File: src/rtl/correlator_hostctrl.sv
// Host byte-protocol controller: decodes command/data bytes into correlator config
// registers and strobes, and drains the packet FIFO singly or in counted bursts.
// Optional burst empty-FIFO timeout: define CORRELATOR_HOSTCTRL_BURST_TIMEOUT_EN.
module correlator_hostctrl #(
  parameter int unsigned MAX_WINDOW_LENGTH_EXP = 16,
  parameter int unsigned MAX_SAMPLE_PERIOD_EXP = 15,
  parameter int unsigned MAX_SAMPLE_JITTER_EXP = 8,
  parameter logic [7:0]  VERSION               = 8'h01,
  parameter int unsigned BURST_TIMEOUT         = 1024,
  localparam int unsigned W_WL = $clog2(MAX_WINDOW_LENGTH_EXP + 1),
  localparam int unsigned W_SP = $clog2(MAX_SAMPLE_PERIOD_EXP + 1),
  localparam int unsigned W_SJ = $clog2(MAX_SAMPLE_JITTER_EXP + 1)
) (
  input  logic            i_clk,
  input  logic            i_rst,
  input  logic            i_cg,
  input  logic [7:0]      i_rxData,
  input  logic            i_rxValid,
  output logic            o_rxReady,
  output logic [7:0]      o_txData,
  output logic            o_txValid,
  input  logic            i_txReady,
  output logic [W_WL-1:0] o_windowLengthExp,
  output logic            o_windowShape,
  output logic [W_SP-1:0] o_samplePeriodExp,
  output logic [W_SJ-1:0] o_sampleJitterExp,
  output logic [2:0]      o_pwmSelect,
  output logic            o_wr_samplePeriod,
  output logic [7:0]      o_jitterSeedByte,
  output logic            o_jitterSeedValid,
  input  logic [7:0]      i_pktfifo_data,
  input  logic            i_pktfifo_empty,
  output logic            o_pktfifo_pop,
  output logic            o_pktfifo_flush
);

  localparam logic [6:0] A_WL      = 7'd0;
  localparam logic [6:0] A_SHAPE   = 7'd1;
  localparam logic [6:0] A_SP      = 7'd2;
  localparam logic [6:0] A_SJ      = 7'd3;
  localparam logic [6:0] A_PWM     = 7'd4;
  localparam logic [6:0] A_SEED    = 7'd5;
  localparam logic [6:0] A_PKT     = 7'd6;
  localparam logic [6:0] A_FLUSH   = 7'd7;
  localparam logic [6:0] A_BURST   = 7'd8;
  localparam logic [6:0] A_VERSION = 7'h7F;

  typedef enum logic [1:0] {S_IDLE, S_WDATA, S_RRESP, S_BURST} state_e;

  state_e            state_q, state_d;
  logic [6:0]        addr_q, addr_d;
  logic [7:0]        count_q, count_d;
  logic [7:0]        tx_data_q, tx_data_d;
  logic [W_WL-1:0]   wl_q, wl_d;
  logic              shape_q, shape_d;
  logic [W_SP-1:0]   sp_q, sp_d;
  logic [W_SJ-1:0]   sj_q, sj_d;
  logic [2:0]        pwm_q, pwm_d;
  logic              wr_sp_q, wr_sp_d;
  logic [7:0]        seed_byte_q, seed_byte_d;
  logic              seed_valid_q, seed_valid_d;
  logic              flush_q, flush_d;

  logic              rx_ready_c, tx_valid_c, rx_hs_c, tx_hs_c, pop_c;
  logic [7:0]        rd_data_c;

`ifdef CORRELATOR_HOSTCTRL_BURST_TIMEOUT_EN
  localparam int unsigned TO_W = $clog2(BURST_TIMEOUT + 1);
  logic [TO_W-1:0]   to_cnt_q, to_cnt_d;
`endif

  assign rx_ready_c = (state_q == S_IDLE) || (state_q == S_WDATA);
  assign tx_valid_c = (state_q == S_RRESP) || ((state_q == S_BURST) && !i_pktfifo_empty);
  // Handshakes are masked during reset so an abandoned burst never pops.
  assign rx_hs_c    = rx_ready_c && i_rxValid && i_cg && !i_rst;
  assign tx_hs_c    = tx_valid_c && i_txReady && i_cg && !i_rst;

  assign o_rxReady         = rx_ready_c;
  assign o_txValid         = tx_valid_c;
  assign o_txData          = (state_q == S_BURST) ? i_pktfifo_data : tx_data_q;
  assign o_pktfifo_pop     = pop_c;
  assign o_windowLengthExp = wl_q;
  assign o_windowShape     = shape_q;
  assign o_samplePeriodExp = sp_q;
  assign o_sampleJitterExp = sj_q;
  assign o_pwmSelect       = pwm_q;
  assign o_jitterSeedByte  = seed_byte_q;
  assign o_wr_samplePeriod = wr_sp_q && i_cg;
  assign o_jitterSeedValid = seed_valid_q && i_cg;
  assign o_pktfifo_flush   = flush_q && i_cg;

  // Read-data mux, addressed by the command byte currently on the rx port.
  always_comb begin
    rd_data_c = 8'h00;
    case (i_rxData[6:0])
      A_WL:      rd_data_c = 8'(wl_q);
      A_SHAPE:   rd_data_c = 8'(shape_q);
      A_SP:      rd_data_c = 8'(sp_q);
      A_SJ:      rd_data_c = 8'(sj_q);
      A_PWM:     rd_data_c = 8'(pwm_q);
      A_PKT:     rd_data_c = i_pktfifo_empty ? 8'h00 : i_pktfifo_data;
      A_VERSION: rd_data_c = VERSION;
      default:   rd_data_c = 8'h00;
    endcase
  end

  // Next-state and command decode.
  always_comb begin
    state_d      = state_q;
    addr_d       = addr_q;
    count_d      = count_q;
    tx_data_d    = tx_data_q;
    wl_d         = wl_q;
    shape_d      = shape_q;
    sp_d         = sp_q;
    sj_d         = sj_q;
    pwm_d        = pwm_q;
    seed_byte_d  = seed_byte_q;
    wr_sp_d      = 1'b0;
    seed_valid_d = 1'b0;
    flush_d      = 1'b0;
    pop_c        = 1'b0;
`ifdef CORRELATOR_HOSTCTRL_BURST_TIMEOUT_EN
    to_cnt_d     = '0;
`endif
    case (state_q)
      S_IDLE: begin
        if (rx_hs_c) begin
          addr_d = i_rxData[6:0];
          if (i_rxData[7]) begin
            state_d = S_WDATA;
          end else begin
            tx_data_d = rd_data_c;
            pop_c     = (i_rxData[6:0] == A_PKT) && !i_pktfifo_empty;
            state_d   = S_RRESP;
          end
        end
      end
      S_WDATA: begin
        if (rx_hs_c) begin
          state_d = S_IDLE;
          case (addr_q)
            A_WL:    wl_d = (32'(i_rxData) > MAX_WINDOW_LENGTH_EXP) ?
                            W_WL'(MAX_WINDOW_LENGTH_EXP) : W_WL'(i_rxData);
            A_SHAPE: shape_d = i_rxData[0];
            A_SP: begin
              sp_d    = (32'(i_rxData) > MAX_SAMPLE_PERIOD_EXP) ?
                        W_SP'(MAX_SAMPLE_PERIOD_EXP) : W_SP'(i_rxData);
              wr_sp_d = 1'b1;
            end
            A_SJ:    sj_d = (32'(i_rxData) > MAX_SAMPLE_JITTER_EXP) ?
                            W_SJ'(MAX_SAMPLE_JITTER_EXP) : W_SJ'(i_rxData);
            A_PWM:   pwm_d = i_rxData[2:0];
            A_SEED: begin
              seed_byte_d  = i_rxData;
              seed_valid_d = 1'b1;
            end
            A_FLUSH: flush_d = 1'b1;
            A_BURST: begin
              if (i_rxData != 8'h00) begin
                count_d = i_rxData;
                state_d = S_BURST;
              end
            end
            default: ;
          endcase
        end
      end
      S_RRESP: begin
        if (tx_hs_c) state_d = S_IDLE;
      end
      S_BURST: begin
`ifdef CORRELATOR_HOSTCTRL_BURST_TIMEOUT_EN
        to_cnt_d = to_cnt_q;
`endif
        if (tx_hs_c) begin
          pop_c   = 1'b1;
          count_d = count_q - 8'd1;
          if (count_q == 8'd1) state_d = S_IDLE;
`ifdef CORRELATOR_HOSTCTRL_BURST_TIMEOUT_EN
          to_cnt_d = '0;
        end else if (i_pktfifo_empty && i_cg) begin
          if (to_cnt_q == TO_W'(BURST_TIMEOUT - 1)) begin
            to_cnt_d = '0;
            count_d  = 8'd0;
            state_d  = S_IDLE;
          end else begin
            to_cnt_d = to_cnt_q + TO_W'(1);
          end
`endif
        end
      end
      default: state_d = S_IDLE;
    endcase
  end

  // State and register file; clock gate freezes everything except reset.
  always_ff @(posedge i_clk) begin
    if (i_rst) begin
      state_q      <= S_IDLE;
      addr_q       <= 7'd0;
      count_q      <= 8'd0;
      tx_data_q    <= 8'h00;
      wl_q         <= '0;
      shape_q      <= 1'b0;
      sp_q         <= '0;
      sj_q         <= '0;
      pwm_q        <= 3'd0;
      wr_sp_q      <= 1'b0;
      seed_byte_q  <= 8'h00;
      seed_valid_q <= 1'b0;
      flush_q      <= 1'b0;
`ifdef CORRELATOR_HOSTCTRL_BURST_TIMEOUT_EN
      to_cnt_q     <= '0;
`endif
    end else if (i_cg) begin
      state_q      <= state_d;
      addr_q       <= addr_d;
      count_q      <= count_d;
      tx_data_q    <= tx_data_d;
      wl_q         <= wl_d;
      shape_q      <= shape_d;
      sp_q         <= sp_d;
      sj_q         <= sj_d;
      pwm_q        <= pwm_d;
      wr_sp_q      <= wr_sp_d;
      seed_byte_q  <= seed_byte_d;
      seed_valid_q <= seed_valid_d;
      flush_q      <= flush_d;
`ifdef CORRELATOR_HOSTCTRL_BURST_TIMEOUT_EN
      to_cnt_q     <= to_cnt_d;
`endif
    end
  end

endmodule

File: config.mk
export PLATFORM = sky130hd
export DESIGN_NAME = correlator_hostctrl
export DESIGN_NICKNAME = d
export VERILOG_FILES = /design/src/rtl/correlator_hostctrl.sv
export SDC_FILE = /design/constraint.sdc
export NUM_CORES = 1
export LEC_CHECK = 0
export ABC_AREA = 1
export BUFFER_PORTS_ARGS = -buffer_cell sky130_fd_sc_hd__buf_2
export CORE_UTILIZATION = 35
export CTS_BUF_LIST = sky130_fd_sc_hd__clkbuf_4 sky130_fd_sc_hd__clkbuf_8
export CTS_CLUSTER_SIZE = 24
export DETAILED_ROUTE_END_ITERATION = 8
export GPL_ROUTABILITY_DRIVEN = 0
export GPL_TIMING_DRIVEN = 0
export PLACE_DENSITY = 0.6
export SYNTH_ARGS = -nofsm -noshare
export SYNTH_HDL_FRONTEND = slang
export SYNTH_SLANG_ARGS = --single-unit
File: constraint.sdc
create_clock -name i_clk -period 1.6 [get_ports i_clk]
set_input_delay 0.32 -clock i_clk [delete_from_list [all_inputs] [get_ports i_clk]]
set_output_delay 0.32 -clock i_clk [all_outputs]
set_load 0.005 [all_outputs]
Yosys cells after proc, flatten, opt, wreduce, memory -nomap -nowiden
Cells that the tools add are included.

Bits in registers: 53. Bits of input ports: 22.

Add/sub/neg operators: 1. Order comparisons: 3. Equal/unequal tests: 24. Multiplexer cells: 33. Bitwise logic cells: 1. Reductions and logical operators: 30.

Operator list (number): $pmux 8 s7 (1); $mux 8 (6); $eq 7x3->1 const B (5); $eq 7x2->1 const B (4); $reduce_and 4->1 (7); $gt 8x4->1 const B (2); $mux 2 (8); $pmux 8 s2 (1); $eq 7x1->1 const B (2); $logic_not 7->1 (2); $mux 1 (12); $reduce_and 6->1 (2); $logic_and 1x1->1 (11); $eq 8x1->1 const B (1); $gt 8x5->1 const B (1); $mux 4 (2); $ne 2x2->1 const B (4); $pmux 2 s4 (1); $reduce_bool 8->1 (1); $sub 8x1->8 const B (1); $eq 7x4->1 const B (1); $eq 7x7->1 const B (1); $ne 2x1->1 const B (3); $mux 5 (1); 9 further kinds (12).

Depth between registers and ports, before layout
Gate-level depths: netlist of the first run.

Depth after elaboration: 8. Depth in mapped cells: 12. Gate-level depth less buffers: 10.

Worst setup path after synthesis of the first run
OpenSTA, ideal clock, no wires.

Path type: reg-to-output. Start: register state_q[0]. End: output port o_txData[0]. Arrival time: 1.382 ns. Data required time: 1.280 ns. Slack: -0.102 ns. Stages on the path, launching flop included: 8. Path through: dfxtp_1 -> ha_1 -> buf_4 -> inv_2 -> clkbuf_1 -> clkbuf_1 -> nand2_1 -> o21ai_0.

Cells in the longest elaborated chain, start to end: 2.

RTL lines: start, declared (line 50) `state_e state_q, state_d;`; start signal, assigned (line 217) `state_q <= state_d;`; $eq 2x2->1 (line 80) `assign o_txData = (state_q == S_BURST) ? i_pktfifo_data : tx_data_q;`; $mux 8 (line 80); end, declared (line 20) `output logic [7:0] o_txData,`.

Every way passes these cells.

Worst setup path in the final report of the first run
Start: register state_q[1]. End: output port o_txData[2].

Same word-level chain as after synthesis.

==> results.txt, run 1 <==
Max Clock Skew - 0.00837 ns
Worst Max-Slew Pin Slew - 0.554 ns
Hold_sp - i_rst
Crit-path max FO - 5
Synth cell types - 33
IO buf count - 55
Die area - 9300 sq um
First DRT Iteration DRCs - 147
RSZ-0062 raised after global routing - true
Max Freq - 562 MHz
Cells along the critical path - ha_4, inv_6, buf_8, clkbuf_16, nand2_1, o21ai_1, buf_2
Detail-routed via count per cell - 5.08
Max_slew headroom - 63.1%
Outcome - complete, but fails checks
Core area - 8680 sq um
Antenna Nets Post-Route - 0
CTS buffer count - 5
Setup Crit Path Kind - flip-flop to output port
Post-Syn Instances - 465
Area delta synth->final - 32.2%
Final WS setup - -0.179 ns
Crit. End Element - output port
Final Hold Viols - 0
Post-synth EDFFs - 0
H-tree Lvls - 2
Bufs and invs on worst path - 4
DR DRC count - 0
CTS Root Cell - clkbuf_8
TritonRoute pass-1 iters - 4
Min cycle time layout - 1.78 ns
DR vias - 3332
GRT Total Usage - 19.9%
IO Pins - 61
Clk buf depth - 2
Max Slew Vio Count - 0
Reg2Reg Launch Point - state_q[0]
N_diodes - 0
Flops & latches, synth - 53
Startpoint types - flip-flop
CTS tree - done
Max-cap violations - 0
Syn_nets - 494
Ys Warns - 0
Layout cells sized above 1 - 32.7%
Post-Place Worst Slack - -0.284 ns
Worst-skew pair later-pin latency - 0.31 ns
Hold-fix buffers, CTS - 0
Top cells by count, synth - nand2_1, nor2_1, inv_1
Kind of cell adding the most delay to the critical path - buffers and inverters
First-pass GRT wire length - 14.2 mm
Antenna violations before repair - 0
Layout Utilization - 47.5%
Synth top area share - 34.0%
Fin nets - 576
Yosys top cell by area - dfxtp_1
Main synth FF type - dfxtp_1
Min-Delay Path Class - input pin to flip-flop
Power Dens Cells - 693 nW/um^2
Wire per inst - 14.0 microns
Largest stage delay on the critical path - 0.40 ns
Clock-pin transition on the worst setup and hold timing paths - 0.10 ns
Mapped cell area - 3120 sq um
Dpl hpwl - 6.49 mm
Setup Viol. Count Final - 33
Critical path required time - 1.28 ns
Die Ht - 96.4 microns
Vias in the first global route - 2965
Critical path startpoint - state_q[1]
Hold Slack - 0.263 ns
Pin count of the biggest net entering global routing - 17
Pleak - 1.88 nW
Final WL - 9.21 mm
Initial Utilization - 36.0%
Ys async rst share - 0%
IR drop worst, VDD - 0.349 mV
Die X - 96.4 microns
Seq/Total Area, Yosys - 34.0%
Worst Path Arrival - 1.46 ns
Grt total ovfl - 0
Main area contributors after synthesis - dfxtp_1, nand2_1, o21ai_0
Clock sinks - 53
Post-Syn Area per Cell - 6.71 sq um
Fin Setup TNS - -2.73 ns
Slowest cell on crit path - dfxtp_4
Most frequent cell after synthesis - nand2_1
Final period utilization - 111%
FP Rows - 34
Failing checks - negative setup slack
==> registers in the layout, summed over array words and instances, names as in the netlist, 2 cells and up <==
register / count
count_q: 8
o_jitterSeedByte: 8
tx_data_q: 8
addr_q: 7
o_windowLengthExp: 5
o_sampleJitterExp: 4
o_samplePeriodExp: 4
o_pwmSelect: 3
state_q: 2
==> what timing repair did <==
| action | in CTS | in global routing |
|---|---|---|
| pin swaps | 5 | 24 |
| resized for setup | 43 | 65 |
| endpoints found under the setup margin | 44 | 47 |
| buffers inserted | 4 | 14 |
| cloned | 2 | 2 |
==> cells in the final DEF (no fill, tap or decap), types with 7 or more instances in the layout <==
master	count
nand2_1	82
nand2_2	11
a21oi_1	34
inv_2	7
nand4_1	7
nor2_2	7
o21ai_1	10
nand3_1	35
buf_2	58
a211oi_2	8
nor2_1	54
dfxtp_1	51
buf_4	15
o21ai_0	32
inv_1	51
o21ai_2	7
==> metal layers <==
layer	vias up	share of wire, %	GRT usage, %
met1	1535	45	26.1
met4	0	1.7	4.78
met5	-	0	0
li1	1676	-	-
met3	15	4.9	2.35
met2	106	48	34.8
==> per-stage QoR <==
step                total power, mW  cells  instance area, sq um
floorplan                      1.72    465                  3120
finish                         2.86    656                  4130
global placement               1.86    628                  3530
detailed placement             1.86    628                  3530
global route                   3.02    656                  4130
CTS                            2.72    642                  3780
==> final timing paths <==
check	cells after the start	end	slack (ns)
setup / recovery	7	o_txData[2]	-0.18
hold / removal	2	o_jitterSeedByte[7]	0.26
setup reg to reg	10	o_windowLengthExp[1]	-0.14
hold reg to reg	2	o_jitterSeedByte[7]	0.47
==> worst register-to-register path, cell delays in order, from the launching register on <==
cell     delay, ns
dfxtp_4       0.38
inv_4         0.08
ha_4          0.15
buf_6         0.10
inv_4         0.03
nand2_4       0.07
nand3_4       0.10
nor3_4        0.30
nand2_2       0.18
o21ai_2       0.19
a21oi_2       0.04
==> logic make-up (layout without fill, tap and decap cells) <==
kind of cell               after synthesis  in the layout  share of synthesized area [%]
DFF                                     53             53                           34.0
buffers and inverters                   83            164                           11.6
adders and majority gates                7              7                           2.81
AOI/OAI and AO/OA                       98             98                           18.1
and+or+nand+nor                        224            226                           33.4
==> power breakdown <==
part           switching (mW)  internal, mW  total (mW)
combinational           0.412         0.287       0.699
clock                   0.450         0.330       0.780
sequential             0.0312          1.35        1.38
total                   0.893          1.97        2.86
==> cell type report <==
cell class	instances	area, sq um
fill	908	4550
tap	108	135
clock buffer	6	76.3
sequential	53	1070
multi-input combinational	331	1940
inverter	66	280
clock inverter	2	13.8
timing repair buffer	75	484
buffer	15	131
(Power assumes the default switching activity.)
==> run 2, diff against run 1 <==
- CORE_ASPECT_RATIO: default -> 0.75
- CORE_MARGIN: default -> 5
==> run 2 against run 1 <==
- the flow still finishes with violations (negative setup slack)
- sequential cell count stayed put
- sequential share of layout area is 0.65 points lower
- wire length is 7.7% higher
- clock power is 2% higher
- sequential power hardly changed
- critical path depth is 1 lower
- final area is 2.6% higher
- clock skew is 0.0043 ns lower
- fmax is 2.4% lower
==> results.txt, run 2 (synthesis results as in run 1) <==
Outcome - complete, but fails checks (unchanged)
Failing checks - negative setup slack (unchanged)
Die area - 10900 sq um (was 9300 sq um)
Pleak - 1.89 nW (was 1.88 nW)
First DRT Iteration DRCs - 251 (was 147)
Reg2Reg Launch Point - state_q[0] (unchanged)
Die Ht - 91.8 microns (was 96.4 microns)
Final WL - 9.92 mm (was 9.21 mm)
RSZ-0062 raised after global routing - true (unchanged)
Max_slew headroom - 59.5% (was 63.1%)
Antenna Nets Post-Route - 0 (unchanged)
DR vias - 3384 (was 3332)
Initial Utilization - 36.4% (was 36.0%)
Power Dens Cells - 677 nW/um^2 (was 693 nW/um^2)
Clk buf depth - 2 (unchanged)
Hold Path Depth - 2 (unchanged)
Comb pwr share - 23.9% (was 24.4%)
Max-cap violations - 0 (unchanged)
CTS buffer count - 5 (unchanged)
Final period utilization - 114% (was 111%)
Clock Power Share - 27.8% (was 27.3%)
FP Rows - 29 (was 34)
Dpl hpwl - 7.03 mm (was 6.49 mm)
GRT Total Usage - 16.9% (was 19.9%)
Bufs and invs on worst path - 2 (was 4)
Worst-skew pair later-pin latency - 0.32 ns (was 0.31 ns)
Levels on crit path - 6 (was 7)
Clock sinks - 53 (unchanged)
Worst Max-Slew Pin Slew - 0.607 ns (was 0.554 ns)
Clock-pin transition on the worst setup and hold timing paths - 0.10 ns (about the same)
IO buf count - 55 (unchanged)
First-pass GRT wire length - 15.1 mm (was 14.2 mm)
Worst Path Arrival - 1.50 ns (was 1.46 ns)
Max Freq - 548 MHz (was 562 MHz)
IR drop worst, VDD - 0.353 mV (was 0.349 mV)
Final WS setup - -0.223 ns (was -0.179 ns)
Max Clock Skew - 0.00404 ns (was 0.00837 ns)
Post-route insts no fill - 658 (was 656)
Slowest cell on crit path - dfxtp_4 (unchanged)
Wire per inst - 15.1 microns (was 14.0 microns)
Final Cell Area - 4230 sq um (was 4130 sq um)
Switching share of total power - 32.3% (was 31.2%)
Cells along the critical path - ha_4, inv_6, o21bai_4, nand4_1, a21oi_2, buf_2 (was ha_4, inv_6, buf_8, clkbuf_16, nand2_1, o21ai_1, buf_2)
Core area - 8560 sq um (was 8680 sq um)
Crit. End Element - output port (unchanged)
Cell internal pwr - 1.94 mW (was 1.97 mW)
Startpoint types - flip-flop (unchanged)
Die X - 119 microns (was 96.4 microns)
Detail-routed via count per cell - 5.14 (was 5.08)
Critical path startpoint - state_q[1] (unchanged)
R2R setup slack - -0.16 ns (was -0.14 ns)
N_diodes - 0 (unchanged)
CTS tree - done (unchanged)
IO Pins - 61 (unchanged)
Vias in the first global route - 3022 (was 2965)
Fin nets - 578 (was 576)
Crit-path max FO - 3 (was 5)
Most common cell after layout, fill and taps aside - nand2_1 (unchanged)
Hold-fix buffers, CTS - 0 (unchanged)
Pin count of the biggest net entering global routing - 17 (unchanged)
CTS Root Cell - clkbuf_8 (unchanged)
Kind of cell adding the most delay to the critical path - flip-flops (was buffers and inverters)
Final Hold Viols - 0 (unchanged)
Worst R2R Path Depth - 9 (was 10)
Min-Delay Path Class - input pin to flip-flop (unchanged)
Min cycle time layout - 1.82 ns (was 1.78 ns)
H-tree Lvls - 2 (unchanged)
Max Slew Vio Count - 0 (unchanged)
Hold_sp - i_rst (unchanged)
Setup Crit Path Kind - flip-flop to output port (unchanged)
Layout Utilization - 49.4% (was 47.5%)
DR DRC count - 0 (unchanged)
Fin Setup TNS - -3.98 ns (was -2.73 ns)
Area delta synth->final - 35.6% (was 32.2%)
P_sw - 0.924 mW (was 0.893 mW)
Grt total ovfl - 0 (unchanged)
Total power - 2.87 mW (was 2.86 mW)
Layout cells sized above 1 - 36.2% (was 32.7%)
Antenna violations before repair - 0 (unchanged)
TritonRoute pass-1 iters - 5 (was 4)
Critical path required time - 1.28 ns (about the same)
Reg power frac - 48.4% (was 48.3%)
Most frequent cells in the layout - nand2_1, buf_2, inv_1 (was nand2_1, buf_2, nor2_1)
Setup Viol. Count Final - 35 (was 33)
Dpl cell area - 3530 sq um (unchanged)
Largest stage delay on the critical path - 0.41 ns (was 0.40 ns)
Placed Cells - 628 (unchanged)
==> run 2: timing repair <==
item / 4_1_cts / 5_1_grt
pin swaps: 10 / 22
setup endpoints to repair: 43 / 48
gates resized for setup: 49 / 84
cloned: 1 / 3
setup buffers: 8 / 12
==> run 2: per-stage QoR <==
step | hold WS [ns] | worst slack, ns
final | 0.253 | -0.223
after global placement | 0.444 | -0.304
after floorplan | 0.429 | 0.0390
after global routing | 0.235 | -0.288
after CTS | 0.245 | -0.267
after detailed placement | 0.452 | -0.316
==> run 2: final cells by class <==
type                    instances  area, sq um
plain buffers                  15          133
clock buffers                   6         76.3
clock inverters                 2         15.0
fillers                       891         4330
inverters                      66          275
multi-input cells             331         2030
flip-flops and latches         53         1070
well taps                     108          135
repair buffers                 77          502
==> run 2: final timing paths <==
| kind | to |
|---|---|
| worst min register to register | addr_q[4] |
| worst max register to register | o_jitterSeedByte[0] |
| worst max-delay path | o_pktfifo_pop |
| worst min-delay path | o_jitterSeedByte[5] |
==> run 2: power groups by stage <==
stage	logic, mW	registers (mW)	clock network, mW
detailed placement	0.469	1.40	0
global placement	0.464	1.40	0
global route	0.733	1.39	0.888
finish	0.683	1.39	0.796
CTS	0.577	1.38	0.823
floorplan	0.325	1.39	0
==> run 2: worst reg2reg max path, delay by kind of cell (launching register included) <==
family | cells | cell delay [ns]
fa+ha+maj | 1 | 0.18
buf+inv | 4 | 0.53
flops | 1 | 0.41
compound gates | 1 | 0.19
simple gates | 3 | 0.38
==> run 2: layer usage <==
layer  wire length (microns)  track usage, %  up-vias
li1                        -               -     1672
met1                    4810            23.7     1585
met2                    4420            26.8      111
met3                     570            3.32       16
met4                     116            4.05        0
met5                       0               0        -
==> run 3, diff against run 2 <==
- RECOVER_POWER: default -> 50
==> run 3 against run 2 <==
- the flow still finishes with violations (negative setup slack)
- global-route usage is the same
- sequential share of layout area is essentially flat
- sequential power hardly changed
- clock power hardly changed
- final area is 0.18% lower
- power is essentially flat
- fmax about the same
- combinational power hardly changed
- wire length about the same
- clock skew hardly changed
- non-clock buffer count stayed put
- highest routed layer unchanged
==> results.txt, run 3 (synthesis results as in run 1) <==
Outcome - complete, but fails checks (unchanged)
Failing checks - negative setup slack (unchanged)
Final WL - 9.93 mm (was 9.92 mm)
Antenna Nets Post-Route - 0 (unchanged)
Die area - 10900 sq um (unchanged)
Vias in the first global route - 3022 (unchanged)
IR drop worst, VDD - 0.351 mV (was 0.353 mV)
Grt total ovfl - 0 (unchanged)
Final Cell Area - 4220 sq um (was 4230 sq um)
Min cycle time layout - 1.82 ns (about the same)
Hold Path Depth - 2 (unchanged)
GRT Total Usage - 16.9% (unchanged)
Crit. End Element - output port (unchanged)
FP Rows - 29 (unchanged)
Max Slew Vio Count - 0 (unchanged)
Final WS setup - -0.223 ns (about the same)
Max Clock Skew - 0.00383 ns (was 0.00404 ns)
IO Pins - 61 (unchanged)
TritonRoute pass-1 iters - 6 (was 5)
Critical path startpoint - state_q[1] (unchanged)
Max-cap violations - 0 (unchanged)
Max_slew headroom - 59.4% (was 59.5%)
Setup Crit Path Kind - flip-flop to output port (unchanged)
H-tree Lvls - 2 (unchanged)
Pin count of the biggest net entering global routing - 17 (unchanged)
CTS tree - done (unchanged)
Detail-routed via count per cell - 5.13 (was 5.14)
Die Ht - 91.8 microns (unchanged)
Most frequent cells in the layout - nand2_1, inv_1, buf_2 (was nand2_1, buf_2, inv_1)
Startpoint types - flip-flop (unchanged)
Power Dens Cells - 679 nW/um^2 (was 677 nW/um^2)
Layout cells sized above 1 - 35.1% (was 36.2%)
First-pass GRT wire length - 15.1 mm (unchanged)
IO buf count - 55 (unchanged)
Min-Delay Path Class - input pin to flip-flop (unchanged)
Worst Path Arrival - 1.50 ns (about the same)
Final Hold Viols - 0 (unchanged)
Hold-fix buffers, CTS - 0 (unchanged)
Area delta synth->final - 35.4% (was 35.6%)
DR DRC count - 0 (unchanged)
Worst R2R Path Depth - 9 (unchanged)
Clock sinks - 53 (unchanged)
CTS buffer count - 5 (unchanged)
Final period utilization - 114% (about the same)
Setup Viol. Count Final - 35 (unchanged)
Antenna violations before repair - 0 (unchanged)
Pleak - 1.87 nW (was 1.89 nW)
Area of the multi-input gates - 2030 sq um (unchanged)
Critical path required time - 1.28 ns (about the same)
Core area - 8560 sq um (unchanged)
RSZ-0062 raised after global routing - true (unchanged)
Worst-skew pair later-pin latency - 0.32 ns (about the same)
Hold_sp - i_rst (unchanged)
First DRT Iteration DRCs - 286 (was 251)
Wire per inst - 15.1 microns (about the same)
Clk buf depth - 2 (unchanged)
DR vias - 3378 (was 3384)
Reg2Reg Launch Point - state_q[0] (unchanged)
Die X - 119 microns (unchanged)
Initial Utilization - 36.4% (unchanged)
Max Freq - 549 MHz (was 548 MHz)
FF+latch area - 1070 sq um (unchanged)
Most common cell after layout, fill and taps aside - nand2_1 (unchanged)
Filler instances - 892 (was 891)
CTS Root Cell - clkbuf_8 (unchanged)
Fin nets - 578 (unchanged)
Worst Max-Slew Pin Slew - 0.609 ns (was 0.607 ns)
Placed Cells - 628 (unchanged)
Clock-pin transition on the worst setup and hold timing paths - 0.10 ns (about the same)
Post-route insts no fill - 658 (unchanged)
Dpl hpwl - 7.03 mm (unchanged)
Crit-path max FO - 3 (unchanged)
N_diodes - 0 (unchanged)
Dpl cell area - 3530 sq um (unchanged)
[run 3: worst max-delay path: stages (launching register included)]
cell	delay [ns]
dfxtp_4	0.41
ha_4	0.20
inv_6	0.05
o21bai_4	0.11
nand4_1	0.11
a21oi_2	0.17
buf_2	0.13
[run 3: final cells by class]
class | count | area share (%)
well taps | 108 | 3.20
inverters | 66 | 6.52
flip-flops and latches | 53 | 25.3
clock inverters | 2 | 0.355
clock buffers | 6 | 1.81
plain buffers | 15 | 3.11
multi-input cells | 331 | 48.0
repair buffers | 77 | 11.7
[run 3: path summary, 6_finish.rpt]
path | end | slack (ns)
setup reg to reg | o_jitterSeedByte[0] | -0.15
hold / removal | o_jitterSeedByte[5] | 0.25
setup / recovery | o_pktfifo_pop | -0.22
hold reg to reg | addr_q[4] | 0.46
[run 3: power by group]
group	internal (mW)	switching [mW]	leakage, nW
logic	0.264	0.420	1.40
clock network	0.326	0.470	0.0408
registers	1.35	0.0359	0.430
total	1.94	0.926	1.87
[run 3: per-layer routing]
metal,part of all wire (%),global-route usage [%],up-vias
met1,49,23.7,1585
met5,0,0,-
li1,-,-,1670
met2,44,26.8,107
met4,1.3,4.05,0
met3,5.4,3.32,16
[run 3: what timing repair did]
action                                  in CTS  in global routing
hold endpoints to repair                     0                  0
setup buffers                                8                 12
endpoints found under the setup margin      43                 48
pin swaps                                   10                 22
cloned                                       1                  3
gates resized for setup                     49                 84
[run 3: metrics by stage]
stage | total power [mW] | utilization [%] | setup TNS, ns | setup WS (ns) | hold WS, ns
global route | 3.01 | 49.3 | -7.20 | -0.288 | 0.235
CTS | 2.78 | 45.1 | -4.24 | -0.267 | 0.245
detailed placement | 1.87 | 41.3 | -6.83 | -0.316 | 0.452
floorplan | 1.72 | - | 0 | 0.0390 | 0.429
global placement | 1.86 | 41.3 | -6.29 | -0.304 | 0.444
finish | 2.87 | 49.3 | -3.85 | -0.223 | 0.251
